[src/rtl/uart_rx_deserializer.sv]
// 8N1 UART receiver: two-flop synchronizer, mid-bit sampling FSM,
// single-entry holding register with valid/ready, and sticky error flags.
module uart_rx_deserializer #(
    parameter int unsigned CLKS_PER_BIT = 5208,
    parameter int unsigned HALF_BIT     = CLKS_PER_BIT / 2
) (
    input  logic       clock,
    input  logic       reset,
    input  logic       serial_rx,
    input  logic       rx_ready,
    input  logic       clear_errors,
    output logic [7:0] rx_data,
    output logic       rx_valid,
    output logic       framing_error,
    output logic       overrun,
    output logic       busy
);

    localparam int unsigned CW = (CLKS_PER_BIT > 1) ? $clog2(CLKS_PER_BIT) : 1;
    localparam logic [CW-1:0] BIT_LAST  = CW'(CLKS_PER_BIT - 1);
    localparam logic [CW-1:0] HALF_LAST = CW'(HALF_BIT - 1);

    typedef enum logic [1:0] {IDLE, START, DATA, STOP} state_t;

    state_t        state, state_n;
    logic          sync1, rx_s;
    logic [CW-1:0] cnt, cnt_n;
    logic [2:0]    bit_idx, bit_idx_n;
    logic [7:0]    shreg, shreg_n;
    logic [7:0]    data_n;
    logic          valid_n, fe_n, ov_n;
    logic          stop_sample, set_fe, set_ov;

    // Two-flop synchronizer for the asynchronous line; idles high.
    always_ff @(posedge clock) begin
        if (!reset) begin
            sync1 <= 1'b1;
            rx_s  <= 1'b1;
        end else begin
            sync1 <= serial_rx;
            rx_s  <= sync1;
        end
    end

    // State, datapath and output registers.
    always_ff @(posedge clock) begin
        if (!reset) begin
            state         <= IDLE;
            cnt           <= '0;
            bit_idx       <= '0;
            shreg         <= '0;
            rx_data       <= '0;
            rx_valid      <= 1'b0;
            framing_error <= 1'b0;
            overrun       <= 1'b0;
            busy          <= 1'b0;
        end else begin
            state         <= state_n;
            cnt           <= cnt_n;
            bit_idx       <= bit_idx_n;
            shreg         <= shreg_n;
            rx_data       <= data_n;
            rx_valid      <= valid_n;
            framing_error <= fe_n;
            overrun       <= ov_n;
            busy          <= (state_n != IDLE);
        end
    end

    // Next-state, bit sampling, holding-register handshake and error flags.
    always_comb begin
        state_n     = state;
        cnt_n       = cnt;
        bit_idx_n   = bit_idx;
        shreg_n     = shreg;
        data_n      = rx_data;
        valid_n     = rx_valid;
        stop_sample = 1'b0;
        set_fe      = 1'b0;
        set_ov      = 1'b0;

        case (state)
            IDLE: begin
                if (!rx_s) begin
                    state_n = START;
                    cnt_n   = '0;
                end
            end
            START: begin
                if (cnt == HALF_LAST) begin
                    cnt_n = '0;
                    if (!rx_s) begin
                        state_n   = DATA;
                        bit_idx_n = '0;
                    end else begin
                        state_n = IDLE;
                    end
                end else begin
                    cnt_n = cnt + 1'b1;
                end
            end
            DATA: begin
                if (cnt == BIT_LAST) begin
                    shreg_n   = {rx_s, shreg[7:1]};
                    cnt_n     = '0;
                    bit_idx_n = bit_idx + 3'd1;
                    if (bit_idx == 3'd7) begin
                        state_n = STOP;
                    end
                end else begin
                    cnt_n = cnt + 1'b1;
                end
            end
            STOP: begin
                if (cnt == BIT_LAST) begin
                    cnt_n       = '0;
                    stop_sample = 1'b1;
                    state_n     = IDLE;
                end else begin
                    cnt_n = cnt + 1'b1;
                end
            end
            default: begin
                state_n = IDLE;
                cnt_n   = '0;
            end
        endcase

        // A consumer transfer frees the slot; a new byte loading in the
        // same cycle overrides the clear and keeps rx_valid high.
        if (rx_valid && rx_ready) begin
            valid_n = 1'b0;
        end
        if (stop_sample) begin
            if (rx_s) begin
                if (!rx_valid || rx_ready) begin
                    data_n  = shreg;
                    valid_n = 1'b1;
                end else begin
                    set_ov = 1'b1;
                end
            end else begin
                set_fe = 1'b1;
            end
        end

        fe_n = clear_errors ? 1'b0 : framing_error;
        ov_n = clear_errors ? 1'b0 : overrun;
        if (set_fe) fe_n = 1'b1;
        if (set_ov) ov_n = 1'b1;
    end

endmodule

[config.mk]
export PLATFORM = sky130hd
export DESIGN_NAME = uart_rx_deserializer
export DESIGN_NICKNAME = d
export VERILOG_FILES = /design/src/rtl/uart_rx_deserializer.sv
export SDC_FILE = /design/constraint.sdc
export NUM_CORES = 1
export LEC_CHECK = 0
export BUFFER_PORTS_ARGS = -buffer_cell sky130_fd_sc_hd__buf_2
export CORE_ASPECT_RATIO = 0.75
export CORE_MARGIN = 8
export CORE_UTILIZATION = 43
export DETAILED_ROUTE_END_ITERATION = 8
export GPL_ROUTABILITY_DRIVEN = 1
export MAX_ROUTING_LAYER = met4
export SLEW_MARGIN = 20
export SYNTH_ARGS = -nofsm -noshare
export SYNTH_HDL_FRONTEND = slang
export SYNTH_SLANG_ARGS = --single-unit
[constraint.sdc]
create_clock -name clock -period 3 [get_ports clock]
set_input_delay 0.3 -clock clock [delete_from_list [all_inputs] [get_ports clock]]
set_output_delay 0.3 -clock clock [all_outputs]
set_load 0.005 [all_outputs]
---- Word level (Yosys, flattened, before mapping) ----
Index checks and enable logic that the tools add are counted.
cells by class
  add/sub/neg operators ................... 2
  equal/unequal tests ..................... 10
  muxes and demuxes ....................... 29
  reductions and logical operators ........ 12
operators by type and width
  kind                   count
  $mux 13                3
  $pmux 13 s3            1
  $mux 1                 14
  $add 13x1->13 const B  1
  $eq 13x12->1 const B   1
  $eq 13x13->1 const B   1
  $mux 2                 6
  $mux 3                 3
  $ne 2x2->1 const B     4
  $pmux 2 s4             1
  $reduce_bool 2->1      4
  $pmux 3 s2             1
  $eq 2x2->1 const B     2
  $reduce_and 4->1       1
  $add 3x1->3 const B    1
  $eq 3x3->1 const B     1
  $reduce_and 3->1       1
  $eq 2x1->1 const B     1
  $logic_not 2->1        1
  $reduce_and 2->1       1
  $reduce_or 2->1        1
  $logic_and 1x1->1      1
  $logic_not 1->1        1
  $logic_or 1x1->1       1
word-level totals
  register bits after elaboration ......... 40
  bits of input ports ..................... 5
  output and inout port bits .............. 12
  logic and storage cells ................. 64

---- Depth between registers and ports, before layout ----
Gate-level depths: netlist of the first run.
  word-level depth ........................ 6
  gate-level depth with buffers ........... 7
  mapped depth without buffers ............ 6

---- Worst setup path after synthesis of the first run ----
OpenSTA, ideal clock, no wires.
  path kind ............................... register -> register
  start ................................... register cnt[0]
  end ..................................... register cnt[9]
  arrival ................................. 2.104 ns
  required time ........................... 2.877 ns
  slack ................................... 0.773 ns
  stages on the path, launching flop included .. 8
  path buffers ............................ 1
  period minus slack after synthesis ...... 2.227 ns
  cells stage by stage .................... dfxtp_1 > ha_1 > or3b_4 > or4_4 > o2bb2ai_1 > buf_2 > a21boi_0 > mux2i_1
between the ends
  word-level cells in the longest chain between the ends .. 3
  elaborated cells on any way between the ends .. 6
  those cells by class .................... add/sub (1); eq/ne (2); mux (3)
RTL lines
  what                                   RTL line      source
  start, declared                        27            logic [CW-1:0] cnt, cnt_n;
  start signal, assigned                 59            cnt <= cnt_n;
  $add 13x1->13 (tied with other cells)  99, 111, 120
  $mux 13 (on tied branches)             103, 115, 90
  $pmux 13 s3 *                          82            case (state)
Every way passes the cells marked *; elsewhere a longest branch is shown, timed or not.
A chain may end at the register's enable or synchronous reset.

---- Final worst setup path of the first run ----
  start ................................... register cnt[0]
  end ..................................... register cnt[3]
The elaborated chain is that of the path after synthesis.

==> out/metrics.yaml, run 1 <==
floorplanning:
  num_rows: 20
  initial_core_util_pct: 45.2
  die_h_um: 72.7
  fp.coreArea_um2: 4080
  io_pins: 17
  die-area_um2: 6660
  die_w_um: 91.6
power_and_ir_drop:
  peakVddDrop_uv: 227
  p_clk_share_pct: 37.5
  power_density_nw_per_um2: 450
  total_power_uw: 916
  p_sw_share_pct: 22.8
  p_sw_uw: 208
  power_frac_seq_pct: 58.9
  power.leakage_uw: 0.000887
  comb_power_share_pct: 3.7
  intPower_uw: 708
run_status:
  outcome: "complete, no violations"
clocking:
  cts.sinks: 40
  clock_latency_ns: 0.29
  cts_tree: "done"
  cts-htree-levels: 2
  cts_setup_buffers: 0
  clkTransAtPathRegs_ns: 0.08
  clockRootBuffer: "clkbuf_8"
  cts_hold_buf: 0
  cts_buffers: 5
  clock_path_buffers: 2
  post_cts_resized: 0
yosys:
  synth_nets: 213
  synth_top_family_by_area: "simple AND/OR/NAND/NOR gates"
  yosysWarnings: 0
  syn_avg_cell_area_um2: 8.99
  synth-seq-cells: 40
  synthCells: 205
  yosys-top-cells-area: "dfxtp_1 (43%), mux2i_1 (12%), nor2_1 (5.9%)"
  synth.top_cells.by_count: "dfxtp_1 (40), nor2_1 (29), mux2i_1 (22), nand2_1 (21), nand3_1 (9)"
  synth_area_um2: 1840
  muxShareOfSynthArea_pct: 11.9
  async_flop_share_pct: 0
  synth_cell_type_count: 46
  synth_top_area_share_pct: 43.4
  synth_edf_count: 0
  synth-compound-area-share_pct: 11.1
  ys_seq_area_share_pct: 43.4
  synthAdderAreaFrac_pct: 2.04
  synth_xor_area_share_pct: 0.950
  yosys.area.top_type: "dfxtp_1"
  yosysMostFrequentCell: "dfxtp_1"
  synth-simple-area-share_pct: 26.7
  synth_top_flop_cell: "dfxtp_1"
sta:
  slew_violations: 0
  rsz0062_at_grt: "no"
  clock_skew_ns: 0.00570
  whs_ns: 0.190
  period_share_pct: 84.3
  fmax_mhz: 396
  setup-violations-final: 0
  final.setup.worst_slack_ns: 0.472
  tightestPinTransition_ns: 0.824
  slew_headroom_pct: 43.5
  timing.setup.tns_ns: 0
  post-route-min-period_ns: 2.53
  hold_viol: 0
drt:
  ant_nets: 0
  viasPerCell: 5.50
  routedWlPerCell_um: 14.4
  vias: 1506
  drt_iter0_drc: 150
  drt_wl_total_um: 3940
  drt-pass1-iter-count: 4
  drc: 0
layout:
  syn_to_final_growth_pct: 10.5
  nNetsFinal: 226
  n_antenna_cell: 0
  drive_gt1_share_pct: 14.6
grt:
  grt_pass1_wl_um: 6760
  grt_usage_pct: 12.6
  grt_max_degree: 30
  grt_overflow_total: 0
  grt_antenna_before_repair: 0
  grt_pass1_vias: 1400
worst_setup_path:
  crit_required_ns: 3.17
  startpoint_type: "flip-flop"
  end_kind: "flip-flop"
  worstPathMaxFanout: 11
  cp.arrival_ns: 2.69
  critPathKind: "flip-flop to flip-flop"
placed_design:
  place_congestion: 0.821
  port_buffers: 16
  preCtsSetupSlack_ns: 0.522
  dpl.hpwl_um: 2830
worst_hold_path:
  min_path_type: "primary input to flip-flop"
run:
  cap_violations: 0
## routing by layer
layer	global-route usage (%)	up-vias	wire length [um]
li1	-	753	-
met1	16.5	706	1910
met2	18.3	43	1730
met3	3.80	4	263
met4	3.80	0	40
met5	-	-	0
## stage by stage
stage	utilization [%]	instance area, um2	cells
floorplan	-	1840	205
global placement	47.8	1950	266
detailed placement	47.8	1950	266
CTS	49.9	2040	274
global route	49.9	2040	274
finish	49.9	2040	274
## sequential cells by signal, summed over array words and instances, names as in the netlist
register	cells
sync1	1
rx_data	8
overrun	1
rx_valid	1
framing_error	1
cnt	13
state	2
rx_s	1
bit_idx	3
busy	1
shreg	8
## critical path, stage by stage (launching register included)
cell and delay (ns):
dfxtp_1 0.41, ha_1 0.26, or3b_4 0.43, or4_4 0.58, o2bb2ai_1 0.34, a41oi_1 0.32, a31oi_1 0.06
## power groups by stage
stage / Clock (uW) / Sequential [uW] / Combinational [uW]
final: 343 / 539 / 33.5
after global routing: 381 / 540 / 37.4
after CTS: 359 / 539 / 33.9
after detailed placement: 0 / 552 / 33.7
after global placement: 0 / 551 / 32.4
after floorplan: 0 / 549 / 25.8
## worst paths after layout
kind | start | endpoint | slack (ns) | depth (start not counted)
setup / recovery | cnt[0] | cnt[3] | 0.47 | 6
hold / removal | serial_rx | sync1 | 0.19 | 2
setup reg to reg | cnt[0] | cnt[3] | 0.47 | 6
hold reg to reg | sync1 | rx_s | 0.42 | 1
## final cells by class
type	count	area, um2
clock buffer	5	68.8
inverter	5	18.8
clock inverter	3	18.8
sequential	40	801
timing repair buffer	17	87.6
multi-input combinational	149	973
fill	390	2040
tap	55	68.8
## cells by family (layout without fill, tap and decap cells)
family,Yosys count,in the layout
and+or+nand+nor,91,91
muxes,22,22
adders and majority gates,3,3
buffers and inverters,16,30
AOI/OAI and AO/OA,31,31
xor gates and xnor gates,2,2
DFF,40,40
## layout by cell type (no fill, tap or decap), types with 3 or more instances in the layout
cell type,synthesis,routed
dfxtp_1,40,40
nor2_1,29,29
mux2i_1,22,22
nand2_1,21,21
buf_2,1,16
nand3_1,9,9
a31oi_1,7,7
a21oi_1,7,7
nand2b_1,6,6
inv_1,5,5
clkbuf_8,0,5
o21ai_0,4,4
nand4_1,3,3
a22oi_1,3,3
ha_1,3,3
Note: power is estimated with default switching activity, not from simulation.
==> run 2: changes to the inputs <==
- clock period: 3 -> 2.03 ns (I/O delays scaled with it)
==> out/metrics.yaml, run 2 (synthesis gave the netlist of run 1 again) <==
run_status:
  outcome: "complete, no violations"
grt:
  grt_pass1_wl_um: 6780  # +0.19%
  grt_pass1_vias: 1441  # +2.9%
  grt_max_degree: 29  # -3.3%
  grt_overflow_total: 0  # unchanged
  grt_antenna_before_repair: 0  # unchanged
  grt_usage_pct: 12.7  # +0.036 points
layout:
  layout.cells.non_filler: 286  # +4.4%
  layout_commonest_cell: "dfxtp_1"
  fin_util_pct: 55.7  # +5.8 points
  mostFrequentLayoutCells: "dfxtp_1 (38), nor2_1 (29), mux2i_1 (21), nand2_1 (21), buf_2 (16)"
  largest_reg_flops: 13  # unchanged
  syn_to_final_growth_pct: 23.4
  top_register: "cnt"
  reg_top3: "cnt (13), rx_data (8), shreg (8)"
  nNetsFinal: 239  # +5.8%
  drive_gt1_share_pct: 22.5  # +7.9 points
  n_antenna_cell: 0  # unchanged
drt:
  ant_nets: 0  # unchanged
  drt-pass1-iter-count: 4  # unchanged
  drt_iter0_drc: 97  # -35%
  vias: 1553  # +3.1%
  viasPerCell: 5.43  # -1.2%
  routedWlPerCell_um: 13.4  # -7.1%
  drc: 0  # unchanged
  drt_wl_total_um: 3820  # -3.0%
worst_setup_path:
  critPathSlowestCell: "or4_4"
  r2r_start: "cnt[1]"
  end_kind: "flip-flop"
  critPathKind: "flip-flop to flip-flop"
  cp.arrival_ns: 2.15  # -0.54 ns
  cp_num_buf_inv: 0  # unchanged
  crit_required_ns: 2.19  # -0.98 ns
  crit_start: "cnt[1]"
  crit_chain: "ha_4 > or3b_4 > or4_4 > o2bb2ai_4 > a41oi_2 > a31oi_1"
  startpoint_type: "flip-flop"
  r2r_slack_ns: 0.03  # -0.44 ns
  critical-path-top-delay-family: "simple AND/OR/NAND/NOR gates"
  slowest_delay_ns: 0.48  # -0.10 ns
  worstPathMaxFanout: 11  # unchanged
clocking:
  clockRootBuffer: "clkbuf_8"
  cts_buffers: 5  # unchanged
  clock_path_buffers: 2  # unchanged
  clkTransAtPathRegs_ns: 0.07  # about the same
  cts_tree: "done"
  cts-htree-levels: 2  # unchanged
  cts_setup_buffers: 0  # unchanged
  cts_hold_buf: 0  # unchanged
  cts.sinks: 40  # unchanged
  clock_latency_ns: 0.28  # about the same
power_and_ir_drop:
  intPower_uw: 1250  # +76%
  peakVddDrop_uv: 390  # +72%
  power_density_nw_per_um2: 681  # +52%
  p_sw_share_pct: 19.4  # -3.3 points
  power_frac_seq_pct: 51.2  # -7.7 points
  power.leakage_uw: 0.000989  # +11%
  comb_power_share_pct: 4.2  # +0.5 points
  p_sw_uw: 301  # +44%
  total_power_uw: 1550  # +69%
  p_clk_share_pct: 44.6  # +7.1 points
sta:
  rsz0062_at_grt: "yes"
  hold_viol: 0  # unchanged
  slew_violations: 0  # unchanged
  period_share_pct: 98.3  # +14 points
  clock_skew_ns: 0.00340  # -0.00230 ns
  tightestPinTransition_ns: 0.341  # -0.484 ns
  setup-violations-final: 0  # unchanged
  fmax_mhz: 501  # +27%
  post-route-min-period_ns: 2.00  # -0.532 ns
  slew_headroom_pct: 76.8  # +33 points
floorplanning:
  num_rows: 20  # unchanged
  initial_core_util_pct: 45.2  # unchanged
  die_h_um: 72.7  # unchanged
  fp.coreArea_um2: 4080  # unchanged
  io_pins: 17  # unchanged
  die_w_um: 91.6  # unchanged
  die-area_um2: 6660  # unchanged
worst_hold_path:
  min_path_type: "primary input to flip-flop"
  hp-start: "serial_rx"
placed_design:
  place_congestion: 0.792  # -3.5%
  dp_cells: 279  # +4.9%
  port_buffers: 16  # unchanged
  dpl.hpwl_um: 2810  # -0.77%
run:
  cap_violations: 0  # unchanged
[run 2: metal layers]
layer	track usage, %	share of wire [%]	wire length (um)
met1	16.2	51	1960
met2	18.6	44	1680
met3	3.60	4.2	160
met4	4.70	0.52	20
met5	-	0	0
[run 2: power groups by stage]
stage	sequential (uW)	combinational [uW]	clock (uW)
6_report	793	65.6	690
5_1_grt	794	73.7	751
4_1_cts	792	62.0	709
3_5_place_dp	811	60.7	0
3_3_place_gp	810	58.7	0
2_1_floorplan	811	40.9	0
[run 2: timing repair]
| item | CTS | global route |
|---|---|---|
| pin swaps | 0 | 0 |
| resized for setup | 2 | 8 |
| endpoints found under the setup margin | 8 | 27 |
[run 2: through the flow]
stage                     TNS (ns)  hold WS (ns)  setup slack (ns)  cell area [um2]
final                            0         0.103            0.0348             2270
after global placement     -0.0338         0.390           -0.0177             2090
after CTS                        0        0.0971            0.0137             2220
after global routing       -0.0182        0.0894          -0.00982             2270
after detailed placement    -0.879         0.393            -0.144             2090
after floorplan                  0         0.304            0.0119             1900
[run 2: worst reg2reg max path, delay by kind of cell (launching register included)]
kind	cells	cell delay [ns]
compound gates	3	0.49
flops	1	0.36
fa+ha+maj	1	0.14
simple gates	2	0.89
[run 2: cell type report]
cell class              instances  area (um2)
clock buffers                   6        93.8
fillers                       353        1810
repair buffers                 30         189
clock inverters                 1        30.0
well taps                      55        68.8
multi-input cells             149        1060
flip-flops and latches         40         808
inverters                       5        18.8
[run 2: path summary, 6_finish.rpt]
check | end | depth (start not counted)
max | cnt[3] | 6
min | sync1 | 2
min reg2reg | rx_s | 1
max reg2reg | cnt[3] | 6
